[config.mk]
export PLATFORM = sky130hd
export DESIGN_NAME = spike_input_queue
export DESIGN_NICKNAME = d
export VERILOG_FILES = /design/src/rtl/snn_pkg.sv /design/src/rtl/sync_fifo.sv /design/src/rtl/spike_input_queue.sv
export SDC_FILE = /design/constraint.sdc
export NUM_CORES = 1
export LEC_CHECK = 0
export ABC_AREA = 1
export CAP_MARGIN = 20
export CORE_MARGIN = 2
export CORE_UTILIZATION = 35
export CTS_CLUSTER_DIAMETER = 80
export DETAILED_ROUTE_END_ITERATION = 8
export GPL_TIMING_DRIVEN = 0
export SLEW_MARGIN = 20
export SYNTH_ARGS = -nofsm -noshare
export SYNTH_HDL_FRONTEND = slang
export SYNTH_SLANG_ARGS = --single-unit
[constraint.sdc]
create_clock -name clk -period 2.15 [get_ports clk]
set_input_delay 0.43 -clock clk [delete_from_list [all_inputs] [get_ports clk]]
set_output_delay 0.43 -clock clk [all_outputs]
set_load 0.005 [all_outputs]
[src/rtl/snn_pkg.sv]
// Shared types and default sizing for the SNN core: handshake FSM encodings
// used by the spike input queue and the network controller.
package snn_pkg;

    localparam int unsigned SR_DEPTH_DEFAULT       = 16384;
    localparam int unsigned NR_DEPTH_DEFAULT       = 1024;
    localparam int unsigned FIFO_DEPTH_DEFAULT     = 16;
    localparam int unsigned DROP_CNT_WIDTH_DEFAULT = 16;

    typedef enum logic [1:0] {
        Q_IDLE    = 2'd0,
        Q_PRESENT = 2'd1,
        Q_GAP     = 2'd2
    } q_state_t;

    typedef enum logic [1:0] {
        C_IDLE        = 2'd0,
        C_PROC_NEURON = 2'd1,
        C_PROC_INPUT  = 2'd2
    } c_state_t;

endpackage

[src/rtl/sync_fifo.sv]
// Single-clock FIFO with first-word-fall-through read, synchronous reset and flush.
// Push while full and pop while empty are ignored; flush wins over both.
module sync_fifo #(
    parameter int unsigned WIDTH = 8,
    parameter int unsigned DEPTH = 16
) (
    input  logic                     clk,
    input  logic                     reset,
    input  logic                     flush,
    input  logic                     push,
    input  logic                     pop,
    input  logic [WIDTH-1:0]         wdata,
    output logic [WIDTH-1:0]         rdata,
    output logic [$clog2(DEPTH):0]   count,
    output logic                     full,
    output logic                     empty
);

    localparam int unsigned AW = $clog2(DEPTH);
    localparam logic [AW:0] DEPTH_CNT = (AW + 1)'(DEPTH);
    localparam logic [AW:0] ONE_CNT   = (AW + 1)'(1);

    logic [AW-1:0]    wr_ptr_q, wr_ptr_d;
    logic [AW-1:0]    rd_ptr_q, rd_ptr_d;
    logic [AW:0]      count_q, count_d;
    logic [WIDTH-1:0] mem_q [DEPTH];
    logic             push_ok, pop_ok;

    // Full/empty come from the registered count, so a pop never frees a slot
    // for a push in the same cycle.
    assign full    = (count_q == DEPTH_CNT);
    assign empty   = (count_q == '0);
    assign push_ok = push && !full && !flush;
    assign pop_ok  = pop && !empty && !flush;

    always_comb begin
        wr_ptr_d = wr_ptr_q;
        rd_ptr_d = rd_ptr_q;
        count_d  = count_q;
        if (flush) begin
            wr_ptr_d = '0;
            rd_ptr_d = '0;
            count_d  = '0;
        end else begin
            if (push_ok) wr_ptr_d = wr_ptr_q + 1'b1;
            if (pop_ok)  rd_ptr_d = rd_ptr_q + 1'b1;
            case ({push_ok, pop_ok})
                2'b10:   count_d = count_q + ONE_CNT;
                2'b01:   count_d = count_q - ONE_CNT;
                default: count_d = count_q;
            endcase
        end
    end

    always_ff @(posedge clk) begin
        if (reset) begin
            wr_ptr_q <= '0;
            rd_ptr_q <= '0;
            count_q  <= '0;
        end else begin
            wr_ptr_q <= wr_ptr_d;
            rd_ptr_q <= rd_ptr_d;
            count_q  <= count_d;
        end
    end

    // Storage needs no reset; the count gates every read.
    always_ff @(posedge clk) begin
        if (push_ok) mem_q[wr_ptr_q] <= wdata;
    end

    assign rdata = mem_q[rd_ptr_q];
    assign count = count_q;

endmodule

[src/rtl/spike_input_queue.sv]
// Buffers non-stallable spike strobes and presents them one at a time to the
// network controller, holding each index until acked, with a gap cycle between events.
module spike_input_queue
    import snn_pkg::*;
#(
    parameter int unsigned SR_DEPTH       = SR_DEPTH_DEFAULT,
    parameter int unsigned FIFO_DEPTH     = FIFO_DEPTH_DEFAULT,
    parameter int unsigned DROP_CNT_WIDTH = DROP_CNT_WIDTH_DEFAULT
) (
    input  logic                          clk,
    input  logic                          reset,
    input  logic                          ev_valid,
    input  logic [$clog2(SR_DEPTH)-1:0]   ev_index,
    input  logic                          flush,
    output logic                          input_occurred,
    output logic [$clog2(SR_DEPTH)-1:0]   input_index,
    input  logic                          input_ack,
    output logic [$clog2(FIFO_DEPTH):0]   fifo_count,
    output logic                          full,
    output logic                          empty,
    output logic [DROP_CNT_WIDTH-1:0]     drop_count
);

    localparam int unsigned IW = $clog2(SR_DEPTH);

    q_state_t                  state_q, state_d;
    logic                      occurred_q, occurred_d;
    logic [IW-1:0]             index_q, index_d;
    logic [DROP_CNT_WIDTH-1:0] drop_count_q, drop_count_d;

    logic                      fifo_pop;
    logic [IW-1:0]             fifo_rdata;
    logic                      fifo_full, fifo_empty;

    sync_fifo #(
        .WIDTH (IW),
        .DEPTH (FIFO_DEPTH)
    ) u_fifo (
        .clk   (clk),
        .reset (reset),
        .flush (flush),
        .push  (ev_valid),
        .pop   (fifo_pop),
        .wdata (ev_index),
        .rdata (fifo_rdata),
        .count (fifo_count),
        .full  (fifo_full),
        .empty (fifo_empty)
    );

    // A strobe lost to a flush is intentional, so it is not counted as a drop.
    always_comb begin
        drop_count_d = drop_count_q;
        if (ev_valid && fifo_full && !flush && (drop_count_q != '1)) begin
            drop_count_d = drop_count_q + 1'b1;
        end
    end

    always_comb begin
        state_d    = state_q;
        occurred_d = occurred_q;
        index_d    = index_q;
        fifo_pop   = 1'b0;
        case (state_q)
            Q_IDLE: begin
                if (!fifo_empty && !flush) begin
                    fifo_pop   = 1'b1;
                    index_d    = fifo_rdata;
                    occurred_d = 1'b1;
                    state_d    = Q_PRESENT;
                end
            end
            Q_PRESENT: begin
                // A presented event may already be sampled, so flush leaves it alone.
                if (input_ack) begin
                    occurred_d = 1'b0;
                    state_d    = Q_GAP;
                end
            end
            Q_GAP: begin
                occurred_d = 1'b0;
                state_d    = Q_IDLE;
            end
            default: begin
                occurred_d = 1'b0;
                state_d    = Q_IDLE;
            end
        endcase
    end

    always_ff @(posedge clk) begin
        if (reset) begin
            state_q      <= Q_IDLE;
            occurred_q   <= 1'b0;
            index_q      <= '0;
            drop_count_q <= '0;
        end else begin
            state_q      <= state_d;
            occurred_q   <= occurred_d;
            index_q      <= index_d;
            drop_count_q <= drop_count_d;
        end
    end

    assign input_occurred = occurred_q;
    assign input_index    = index_q;
    assign full           = fifo_full;
    assign empty          = fifo_empty;
    assign drop_count     = drop_count_q;

endmodule
==> impl_metrics.ini <==
[outcome]
status = completed

[job]
cap_violations = 0

[route]
num_vias = 8863
wl_um = 34100
vias_per_cell = 4.87
drc_errors = 0
drt_iter0_markers = 856
drtAntennaViolNets = 0
wl_per_cell_um = 18.7
dr.pass1.iters = 6

[floorplanning]
io_pins = 57
die-area_um2 = 35500
coreArea_um2 = 33500
row_count = 67
fp.dieH_um = 189
die_w_um = 189
initial_core_util = 0.355

[final_layout]
layout-drive-gt1-share = 0.103
n_fill_cell = 3225
instances_no_fill = 1821
final_common_cell = nand2_1
antenna_cells = 0
area_delta_synth_final_pct = 20.8
final_cell_mix = nand2_1, edfxtp_1, nand3_1
nNetsFinal = 1379
final_cell_area_um2 = 14400

[synth]
synthCells = 1239
synthesis.nets = 1269
avgSynthCellArea_um2 = 9.62
yosysWarnings = 0
yosysSeqAreaShare = 0.642
netlist_area_um2 = 11900
synth-seq-cells = 270
synth.distinct_cells = 33

[clocking]
root_buffer = clkbuf_16
cts_max_path_buffers = 3
cts_buffers = 30
clock_latency_ns = 0.56
cts_tree = done
htreeDepth = 1
cts_hold_buf = 0
clk_pin_slew_ns = 0.06
cts_sinks = 270

[sta]
finClkSkew_ns = 0.0167
slew_viol_final = 0
holdWs_ns = 0.186
min_period_ns = 2.11
finalHoldViolations = 0
rsz0062_at_grt = yes
max_freq_mhz = 474
fin_ws_ns = 0.0410
post-route-period-util = 0.981
slew_headroom = 0.361
worstMarginPinSlew_ns = 0.955
setup_violations = 0

[placed_design]
place_inst = 1757
pre_cts_slack_ns = -0.705
place.gp.congestion = 0.874
placed_area_um2 = 13300
hpwlAfterDp_um = 23500
io_buffers = 55

[global_route]
grt_pass1_wl_um = 50300
grt_start_max_net_pins = 17
grt_pass1_vias = 8331
grtUsageTotal = 0.189
grt-ovfl-total = 0
antenna_found_initial = 1

[critical_path]
cp.arrival_ns = 2.38
startpoint_type = primary input
worstSetupPathType = in -> reg
end_kind = flop
cp_max_fo = 8
crit_required_ns = 2.42

[pwr]
peakVddDrop_v = 0.000620
leakagePower_nw = 5.82
power_mw = 11.6
cellPowerDensity_nw_per_um2 = 809

[hold_path]
min_path_type = in -> reg
-- worst paths after layout --
check,from,end,slack [ns],cells past startpoint
worst max-delay path,flush,u_fifo.mem_q[10][5]$_DFFE_PP_,0.04,9
worst min-delay path,reset,input_occurred$_SDFFE_PP0P_,0.19,2
worst max register to register,u_fifo.rd_ptr_q[0]$_SDFFE_PP0P_,input_index[1]$_SDFFE_PP0N_,0.05,10
worst min register to register,state_q[1]$_SDFFE_PP0P_,state_q[1]$_SDFFE_PP0P_,0.46,1
-- routing by layer --
metal	wire length [um]	vias up	track usage
li1	-	4244	-
met5	0	-	0
met2	15700	362	0.313
met1	14700	4199	0.259
met4	1080	0	0.0556
met3	2630	58	0.0257
-- cell type report --
cell class              instances  area (um^2)  share of cell area
well taps                     448          561              0.0389
flip-flops and latches        270         7660               0.532
plain buffers                  53          255              0.0177
clock inverters                19          140             0.00974
repair buffers                 78          827              0.0575
inverters                     170          638              0.0443
clock buffers                  37          797              0.0554
multi-input cells             746         3510               0.244
-- cells in the mapped netlist --
master / n / area (um^2)
nor2_4: 1 / 11.3
nand3_2: 2 / 20.0
nor2_2: 1 / 6.26
buf_1: 7 / 26.3
nand2_1: 434 / 1630
xnor2_1: 3 / 26.3
a21oi_4: 1 / 16.3
o21bai_1: 1 / 7.51
inv_1: 166 / 623
inv_2: 2 / 7.51
nand3_1: 171 / 856
clkinv_1: 2 / 7.51
o21ai_0: 14 / 70.1
nand3b_1: 3 / 22.5
nand2_4: 1 / 11.3
buf_2: 23 / 115
buf_4: 3 / 22.5
a21boi_0: 1 / 7.51
a21oi_2: 5 / 43.8
nor2_1: 49 / 184
fa_1: 1 / 20.0
nand4_1: 5 / 31.3
edfxtp_1: 224 / 6730
buf_6: 1 / 11.3
ha_1: 10 / 125
clkbuf_1: 19 / 71.3
nor4_1: 1 / 6.26
o21a_1: 14 / 105
dfxtp_1: 46 / 921
nand3_4: 1 / 17.5
a21oi_1: 20 / 100
nor3_4: 1 / 16.3
xor2_1: 6 / 52.6
-- worst max-delay path: stages --
cell	delay, ns
clkdlybuf4s50_1	0.42
inv_1	0.09
nand2_1	0.10
inv_1	0.09
nand2_2	0.13
inv_1	0.18
nand2_1	0.23
nor2_2	0.47
buf_6	0.23
-- registers in the layout (all words and copies together), names as in the netlist --
register and cells:
u_fifo.count 5, u_fifo.wr_ptr_q 4, input_index 14, u_fifo.rd_ptr_q 4
input_occurred 1, state_q 2, drop_count 16, u_fifo.mem_q 224
-- per-stage QoR --
step,TNS (ns),utilization
after floorplan,0,-
after global placement,-262.94,0.389
after detailed placement,-103.69,0.397
after CTS,0,0.427
after global routing,-2.54,0.429
final,0,0.429
-- power breakdown --
part | internal (mW) | leakage [nW] | switching, mW
registers | 5.74 | 2.39 | 0.0429
clock network | 2.75 | 0.459 | 2.11
logic | 0.357 | 2.96 | 0.641
total | 8.85 | 5.82 | 2.79
-- cell families (layout without fill, tap and decap cells) --
group           after synthesis  after routing  synth area share
flops                       270            270             0.642
compound gates               56             56            0.0294
xor+xnor                      9              9           0.00661
fa+ha+maj                    11             11            0.0122
buf+inv                     223            357            0.0742
simple gates                670            670             0.236
-- what timing repair did --
| item | 4_1_cts | 5_1_grt |
|---|---|---|
| buffers inserted | 6 | 2 |
| cloned | 0 | 0 |
| pin swaps | 3 | 3 |
| setup endpoints to repair | 112 | 102 |
| resized for setup | 13 | 16 |
| hold endpoints to repair | 0 | 0 |
(Power assumes the default switching activity.)
